File: config.mk
export PLATFORM = sky130hd
export DESIGN_NAME = output_arbiter
export DESIGN_NICKNAME = d
export VERILOG_FILES = /design/src/rtl/output_arbiter.sv
export SDC_FILE = /design/constraint.sdc
export NUM_CORES = 1
export LEC_CHECK = 0
export ABC_AREA = 0
export CAP_MARGIN = 30
export CORE_MARGIN = 8
export CORE_UTILIZATION = 41
export DETAILED_ROUTE_END_ITERATION = 16
export GPL_TIMING_DRIVEN = 0
export PLACE_DENSITY = 0.76
export RECOVER_POWER = 25
export SLEW_MARGIN = 0
export SYNTH_ARGS = -nofsm -noshare
export SYNTH_HDL_FRONTEND = slang
export SYNTH_SLANG_ARGS = --single-unit
File: constraint.sdc
create_clock -name clock -period 2.25 [get_ports clock]
set_input_delay 0.3375 -clock clock [delete_from_list [all_inputs] [get_ports clock]]
set_output_delay 0.3375 -clock clock [all_outputs]
set_load 0.02 [all_outputs]
File: src/rtl/output_arbiter.sv
// Output-buffer arbiter: CPU writes take priority over an autonomous
// display scan that reads, captures and dwells on each buffer word.
module output_arbiter (
  input  logic        clock,
  input  logic        rst,
  input  logic        cpu_req,
  input  logic [4:0]  cpu_adress,
  input  logic [31:0] cpu_writedata,
  output logic        cpu_ack,
  input  logic        scan_en,
  input  logic [4:0]  scan_last,
  input  logic [7:0]  dwell,
  output logic [4:0]  mem_adress,
  output logic [31:0] mem_writedata,
  output logic        mem_MemWrite,
  output logic        mem_out,
  output logic        mem_rst,
  input  logic [31:0] buf_dataout,
  output logic [31:0] disp_data,
  output logic [4:0]  disp_index,
  output logic        disp_valid,
  output logic        busy
);

  typedef enum logic [2:0] {
    S_IDLE,
    S_WRITE,
    S_READ,
    S_CAPTURE,
    S_DWELL,
    S_CLEAR
  } state_e;

  state_e      state_q, state_d;
  logic        ret_dwell_q, ret_dwell_d;
  logic        scanning_q, scanning_d;
  logic [4:0]  ptr_q, ptr_d, ptr_nxt;
  logic [7:0]  cnt_q, cnt_d, cnt_dec;
  logic [31:0] data_q, data_d;
  logic [4:0]  idx_q, idx_d;
  logic        valid_q, valid_d;
  logic        ack_q, mw_q, rd_q, clr_q;
  logic [4:0]  adr_q;
  logic [31:0] wdata_q;
  logic        scan_act;

  assign scan_act = scan_en && (scan_last != 5'd0);
  assign ptr_nxt  = (ptr_q >= scan_last) ? 5'd1 : ptr_q + 5'd1;
  assign cnt_dec  = cnt_q - 8'd1;

  always_comb begin
    state_d     = state_q;
    ret_dwell_d = ret_dwell_q;
    scanning_d  = scanning_q;
    ptr_d       = ptr_q;
    cnt_d       = cnt_q;
    data_d      = data_q;
    idx_d       = idx_q;
    valid_d     = 1'b0;
    unique case (state_q)
      S_IDLE: begin
        if (cpu_req) begin
          state_d     = S_WRITE;
          ret_dwell_d = 1'b0;
        end else if (scan_act) begin
          state_d    = S_READ;
          scanning_d = 1'b1;
        end else if (scanning_q) begin
          state_d = S_CLEAR;
        end
      end
      S_WRITE: begin
        // a write taken from IDLE hands straight over to a pending scan
        if (ret_dwell_q) begin
          state_d = S_DWELL;
        end else if (scan_act) begin
          state_d    = S_READ;
          scanning_d = 1'b1;
        end else begin
          state_d = S_IDLE;
        end
      end
      S_READ: begin
        state_d = S_CAPTURE;
      end
      S_CAPTURE: begin
        data_d  = buf_dataout;
        idx_d   = ptr_q;
        valid_d = 1'b1;
        if (dwell == 8'd0) begin
          ptr_d   = ptr_nxt;
          cnt_d   = 8'd0;
          state_d = S_IDLE;
        end else begin
          cnt_d   = dwell;
          state_d = S_DWELL;
        end
      end
      S_DWELL: begin
        if (cpu_req) begin
          cnt_d   = cnt_dec;
          state_d = S_WRITE;
          if (cnt_dec == 8'd0) begin
            ptr_d       = ptr_nxt;
            ret_dwell_d = 1'b0;
          end else begin
            ret_dwell_d = 1'b1;
          end
        end else if (!scan_en) begin
          state_d = S_CLEAR;
        end else begin
          cnt_d = cnt_dec;
          if (cnt_dec == 8'd0) begin
            ptr_d   = ptr_nxt;
            state_d = S_IDLE;
          end
        end
      end
      S_CLEAR: begin
        data_d     = 32'd0;
        idx_d      = 5'd0;
        ptr_d      = 5'd1;
        cnt_d      = 8'd0;
        scanning_d = 1'b0;
        state_d    = S_IDLE;
      end
      default: begin
        state_d = S_IDLE;
      end
    endcase
  end

  always_ff @(posedge clock) begin
    if (rst) begin
      state_q     <= S_IDLE;
      ret_dwell_q <= 1'b0;
      scanning_q  <= 1'b0;
      ptr_q       <= 5'd1;
      cnt_q       <= 8'd0;
      data_q      <= 32'd0;
      idx_q       <= 5'd0;
      valid_q     <= 1'b0;
      ack_q       <= 1'b0;
      mw_q        <= 1'b0;
      rd_q        <= 1'b0;
      clr_q       <= 1'b0;
      adr_q       <= 5'd0;
      wdata_q     <= 32'd0;
    end else begin
      state_q     <= state_d;
      ret_dwell_q <= ret_dwell_d;
      scanning_q  <= scanning_d;
      ptr_q       <= ptr_d;
      cnt_q       <= cnt_d;
      data_q      <= data_d;
      idx_q       <= idx_d;
      valid_q     <= valid_d;
      ack_q       <= (state_d == S_WRITE);
      // word 0 is hardwired zero, so its write is acked but never strobed
      mw_q        <= (state_d == S_WRITE) && (cpu_adress != 5'd0);
      rd_q        <= (state_d == S_READ);
      clr_q       <= (state_d == S_CLEAR);
      if (state_d == S_WRITE) begin
        adr_q   <= cpu_adress;
        wdata_q <= cpu_writedata;
      end else if (state_d == S_READ) begin
        adr_q   <= ptr_d;
        wdata_q <= 32'd0;
      end else begin
        adr_q   <= 5'd0;
        wdata_q <= 32'd0;
      end
    end
  end

  assign cpu_ack       = ack_q & ~rst;
  assign mem_MemWrite  = mw_q & ~rst;
  assign mem_out       = rd_q & ~rst;
  assign mem_rst       = clr_q | rst;
  assign mem_adress    = adr_q;
  assign mem_writedata = wdata_q;
  assign disp_data     = data_q;
  assign disp_index    = idx_q;
  assign disp_valid    = valid_q & ~rst;
  assign busy          = (state_q != S_IDLE);

endmodule
# After elaboration in Yosys (flattened, before gate mapping)
# Cells that the tools add are included.
op_classes:
  add_sub_neg: 2
  order_cmp: 1
  n_eq_ne: 13
  mux: 33
  n_bitwise: 7
  n_reduce_logical: 16
op_table:
  columns: ["operator", "n"]
  rows:
  - ["case mux 32 bit (2 select lines)", 1]
  - ["two-way mux 5 bit", 7]
  - ["two-way mux 3 bit", 8]
  - ["two-way mux 8 bit", 3]
  - ["case mux 8 bit (3 select lines)", 1]
  - ["zero test 8 bit", 2]
  - ["case mux 3 bit (5 select lines)", 1]
  - ["case mux 5 bit (3 select lines)", 1]
  - ["case mux 5 bit (2 select lines)", 1]
  - ["nonzero test 5 bit", 2]
  - ["== test 3 x 2 -> 1 bit (second input constant)", 3]
  - ["== test 3 bit (second input constant)", 3]
  - ["nonzero test 3 bit", 3]
  - ["inequality test 2 bit (second input constant)", 4]
  - ["subtractor 8 x 1 -> 8 bit (second input constant)", 1]
  - ["two-way mux 1 bit", 7]
  - ["== test 3 x 1 -> 1 bit (second input constant)", 2]
  - ["AND reduction 3 bit", 2]
  - ["adder 5 x 1 -> 5 bit (second input constant)", 1]
  - [">= comparator 5 bit", 1]
  - ["AND 1 bit", 4]
  - ["nonzero test 2 bit", 2]
  - ["zero test 3 bit", 1]
  - ["inequality test 3 bit (second input constant)", 1]
  - ["8 further kinds", 10]
word_totals:
  reg_bits: 97
  input_bits: 86

# Longest topological paths before layout
depth:
  depth_word: 9
  ltp_mapped: 10
  mapped_depth_nobuf: 8

# Least setup slack after synthesis
# Ideal clock, no wire load.
synth_path:
  path_kind: "reg-to-reg"
  from: "register cnt_q[0]"
  to: "register wdata_q[26], in the netlist mem_writedata[26]"
  setup_ns: 0.115
  arrival_ns: 1.858
  required_time_ns: 2.135
  slack_ns: 0.278
  stages_incl_launch_ff: 11
  n_path_buf: 2
  cell_sequence: "dfxtp_1 inv_1 ha_1 xor2_1 a211oi_2 and2_4 o311a_4 and3_4 buf_6 buf_8 and2_1"
synth_via:
  elab_chain_len: 9
synth_rtl:
  columns: ["element", "line_no", "text"]
  rows:
  - ["from (decl)", "38", "logic [7:0] cnt_q, cnt_d, cnt_dec;"]
  - ["from (signal assigned)", "154", "cnt_q <= cnt_d;"]
  - ["subtractor 8 x 1 -> 8 bit", "49", "assign cnt_dec = cnt_q - 8'd1;"]
  - ["zero test 8 bit", "113", "if (cnt_dec == 8'd0) begin"]
  - ["two-way mux 3 bit", "113", null]
  - ["two-way mux 3 bit", "109", "end else if (!scan_en) begin"]
  - ["two-way mux 3 bit", "100", "if (cpu_req) begin"]
  - ["case mux 3 bit (5 select lines)", "60", "unique case (state_q)"]
  - ["== test 3 x 1 -> 1 bit", "163", "if (state_d == S_WRITE) begin"]
  - ["inverter 1 bit (no line)", null, null]
  - ["OR reduction 2 bit (no line)", null, null]
  - ["to (signal assigned)", "165", "wdata_q <= cpu_writedata;"]
  - ["to (decl)", "44", "logic [31:0] wdata_q;"]
# No other way between the ends.
# A chain may end at the register's enable or synchronous reset.

# Final worst setup path
layout_path:
  from: "input port dwell[1]"
  to: "register adr_q[1], in the netlist mem_adress[1]"
layout_via:
  elab_chain_len: 6
layout_rtl:
  columns: ["element", "line_no", "text"]
  rows:
  - ["from (decl)", "12", "input logic [7:0] dwell,"]
  - ["zero test 8 bit *", "90", "if (dwell == 8'd0) begin"]
  - ["two-way mux 3 bit", "90", null]
  - ["case mux 3 bit (5 select lines)", "60", null]
  - ["== test 3 x 2 -> 1 bit", "166", "end else if (state_d == S_READ) begin"]
  - ["two-way mux 5 bit", "166", null]
  - ["two-way mux 5 bit *", "163", null]
  - ["to (signal assigned)", "164", "adr_q <= cpu_adress;"]
  - ["to (signal assigned)", "167", "adr_q <= ptr_d;"]
  - ["to (decl)", "43", "logic [4:0] adr_q;"]
# Mark *: on every way between the ends. The rest lies on a longest branch, timed or not.

==> flow_metrics.tcl <==
set metrics [dict create \
    p_leak_nw 2.29 \
    cp.required_ns 2.54 \
    die_area_mm2 0.0121 \
    status "finished clean" \
    cellInternalPower_mw 2.71 \
    p_clk_share_pct 29.1 \
    fin_crit_ns 2.17 \
    dp_hpwl_um 8550 \
    switching_share_pct 29.0 \
    synth_area_mm2 0.00362 \
    die_h_um 110 \
    fillCellCount 745 \
    yosys-top-cells-area "dfxtp_1 (54%), a22o_1 (9.9%), and2_1 (5.7%)" \
    r2r-end "mem_writedata[28]" \
    gp_congestion 0.849 \
    ys_types 52 \
    fmax_mhz 461 \
    p_comb_share_pct 21.8 \
    drtIter0Drc 137 \
    coreArea_mm2 0.00864 \
    path_max_fanout 10 \
    skew_ns 0.0106 \
    grt_start_max_net_pins 19 \
    max_slew_margin_pct 65.5 \
    cts_resized 3 \
    synth.avg_cell_area_um2 10.3 \
    path_class "input pin to flop" \
    layout-drive-gt1-share_pct 7.52 \
    num_antenna_cells 0 \
    antenna_left 0 \
    area.growth.synth_to_final_pct 55.2 \
    hold_path_depth 1 \
    final_max_slew_viol_count 0 \
    num_rows 34 \
    synth_area_leader_cell "dfxtp_1" \
    first_pass_iters 4 \
    r2r_start "cnt_q[0]" \
    yosys_warnings 0 \
    final_area_mm2 0.00561 \
    ctsHoldBuffers 0 \
    holdPathEnd "disp_data[19]" \
    clkSinkCount 97 \
    path_clk_slew_ns 0.10 \
    ys_seq_elements 97 \
    power_mw 3.81 \
    cp.arrival_ns 2.46 \
    grt_overflow 0 \
    maxCapViolations 0 \
    viasPerCell 5.12 \
    holdWs_ns 0.477 \
    r2r_cells 10 \
    synth-main-ff-cell "dfxtp_1" \
    finalHoldViolations 0 \
    synth_edf_count 0 \
    yosys.area.top_type_share_pct 53.7 \
    via_count 3278 \
    ios 166 \
    regArea_mm2 0.00194 \
    io_buffers 164 \
    cts_tree "built" \
    irDropWorstVdd_mv 0.329 \
    die_x_um 110 \
    synthCells 352 \
    synthArstFlopShare_pct 0 \
    wirelength_um 11100 \
    cts_max_level 3 \
    placed_area_mm2 0.00539 \
    post-route-period-util_pct 96.4 \
    synth_fp_nets 446 \
    cp-start-kind "input pin" \
    fin_nets 621 \
    power.share.sequential_pct 49.1 \
    cts.path.max_buffers 2 \
    track_usage_pct 18.2 \
    initial_utilization_pct 41.9 \
    drc 0 \
    min_path_type "flop to flop" \
    multi_input_area_mm2 0.00154 \
    worstSkewPairLatency_ns 0.36 \
    min_from "disp_data[19]" \
    reg2reg_slack_ns 0.12 \
    cts-buffers-inserted 9 \
    power_density_mw_per_mm2 680 \
    setup_violations 0 \
    netSwitchingPower_mw 1.11 \
    rsz0062_at_grt "no" \
    root_buffer "clkbuf_8" \
    wire_per_inst_um 17.3 \
    antenna_found_initial 0 \
    tightest_slew_ns 0.518 \
    end_kind "flop" \
    grt_pass1_wl_um 17000 \
    ys_seq_area_share_pct 53.7 \
    cts_setup_buffers 0 \
    grt_pass1_vias 3339 \
]
## registers in the layout, indices dropped and copies added, names as in the netlist, 3 cells and up
name / flops
mem_adress: 5
disp_index: 5
ptr_q: 5
mem_writedata: 32
cnt_q: 8
disp_data: 32
state_q: 3
## how the worst max path moves through the flow
stage,start,end,slack [ns],depth (start not counted)
finish,dwell[1],mem_adress[1],0.08,9
global route,rst,mem_rst,0.02,4
CTS,state_q[2],disp_data[28],0.007,5
detailed placement,scan_last[4],mem_writedata[28],-0.44,9
global placement,scan_last[1],mem_writedata[26],-0.39,9
floorplan,cnt_q[0],mem_writedata[26],0.28,10
## placed cells by master, fill, tap and decap left out, types with 3 or more instances in the layout
cell	instances
clkbuf_8	10
nor2b_1	6
nand2b_1	3
nor2_1	27
dfxtp_1	95
clkbuf_2	6
nor4_1	3
nor3_1	6
a22oi_1	10
xor2_1	3
ha_1	8
clkbuf_1	9
and2_1	33
a22o_1	41
dlygate4sd3_1	38
or4_1	4
clkdlybuf4s50_1	126
buf_2	3
inv_1	13
nand3_1	5
nand2_1	13
o21ai_0	8
a21oi_1	7
a211oi_1	6
## critical path: stages
cell and delay, ns:
clkdlybuf4s50_1 0.45, or4_1 0.59, nor2_1 0.15, o22a_1 0.16
o311a_4 0.20, and3_4 0.20, buf_6 0.14, buf_8 0.12
o2bb2ai_1 0.12
## through the flow
step | TNS [ns] | utilization (%) | std cells | setup WS (ns)
floorplan | 0 | - | 352 | 0.278
global placement | -12.95 | 62.4 | 624 | -0.391
detailed placement | -14.98 | 62.4 | 624 | -0.438
CTS | 0 | 64.9 | 640 | 0.00702
global route | 0 | 65.0 | 640 | 0.0156
finish | 0 | 65.0 | 640 | 0.0814
## metal layers
metal	track usage (%)	wire [µm]	up-vias	share of wire [%]
li1	-	-	1607	-
met2	29.0	5160	144	47
met3	5.45	952	11	8.6
met1	22.3	4820	1516	43
met4	7.52	164	0	1.5
met5	0	0	-	0
## power by group through the flow
| stage | combinational (mW) | clock (mW) | sequential, mW |
|---|---|---|---|
| 3_5_place_dp | 0.847 | 0 | 1.91 |
| 6_report | 0.832 | 1.11 | 1.87 |
| 3_3_place_gp | 0.831 | 0 | 1.91 |
| 5_1_grt | 0.901 | 1.23 | 1.89 |
| 4_1_cts | 0.853 | 1.15 | 1.87 |
| 2_1_floorplan | 0.339 | 0 | 2.00 |
## synthesized netlist by cell type, drive strengths merged (2+ instances only)
| cell | count |
|---|---|
| clkbuf | 14 |
| a32o | 2 |
| a31oi | 2 |
| nand2 | 13 |
| nand2b | 3 |
| o21ai | 10 |
| buf | 6 |
| nor2 | 27 |
| a21boi | 2 |
| a22o | 41 |
| a21o | 2 |
| and2 | 34 |
| nor4 | 3 |
| ha | 8 |
| or4 | 4 |
| nand3 | 5 |
| dfxtp | 97 |
| o2bb2ai | 2 |
| o211ai | 2 |
| nor2b | 6 |
| inv | 13 |
| xor2 | 3 |
| nor3b | 2 |
| a22oi | 10 |
| nor3 | 7 |
| a211oi | 7 |
| a21oi | 8 |
| or2 | 2 |
## final cells by class
class	count	share of cell area (%)
plain buffers	20	1.87
clock buffers	10	2.45
clock inverters	6	1.07
inverters	13	0.870
multi-input cells	222	27.4
flip-flops and latches	97	34.7
well taps	108	2.41
repair buffers	164	29.3
## cells by family after synthesis
kind of cell,after synthesis,share of synthesized area [%]
buf+inv,33,4.12
xor+xnor,4,0.969
fa+ha+maj,8,2.77
simple gates,111,16.7
flops,97,53.7
compound gates,98,21.5
mux,1,0.277
(Power assumes the default switching activity.)
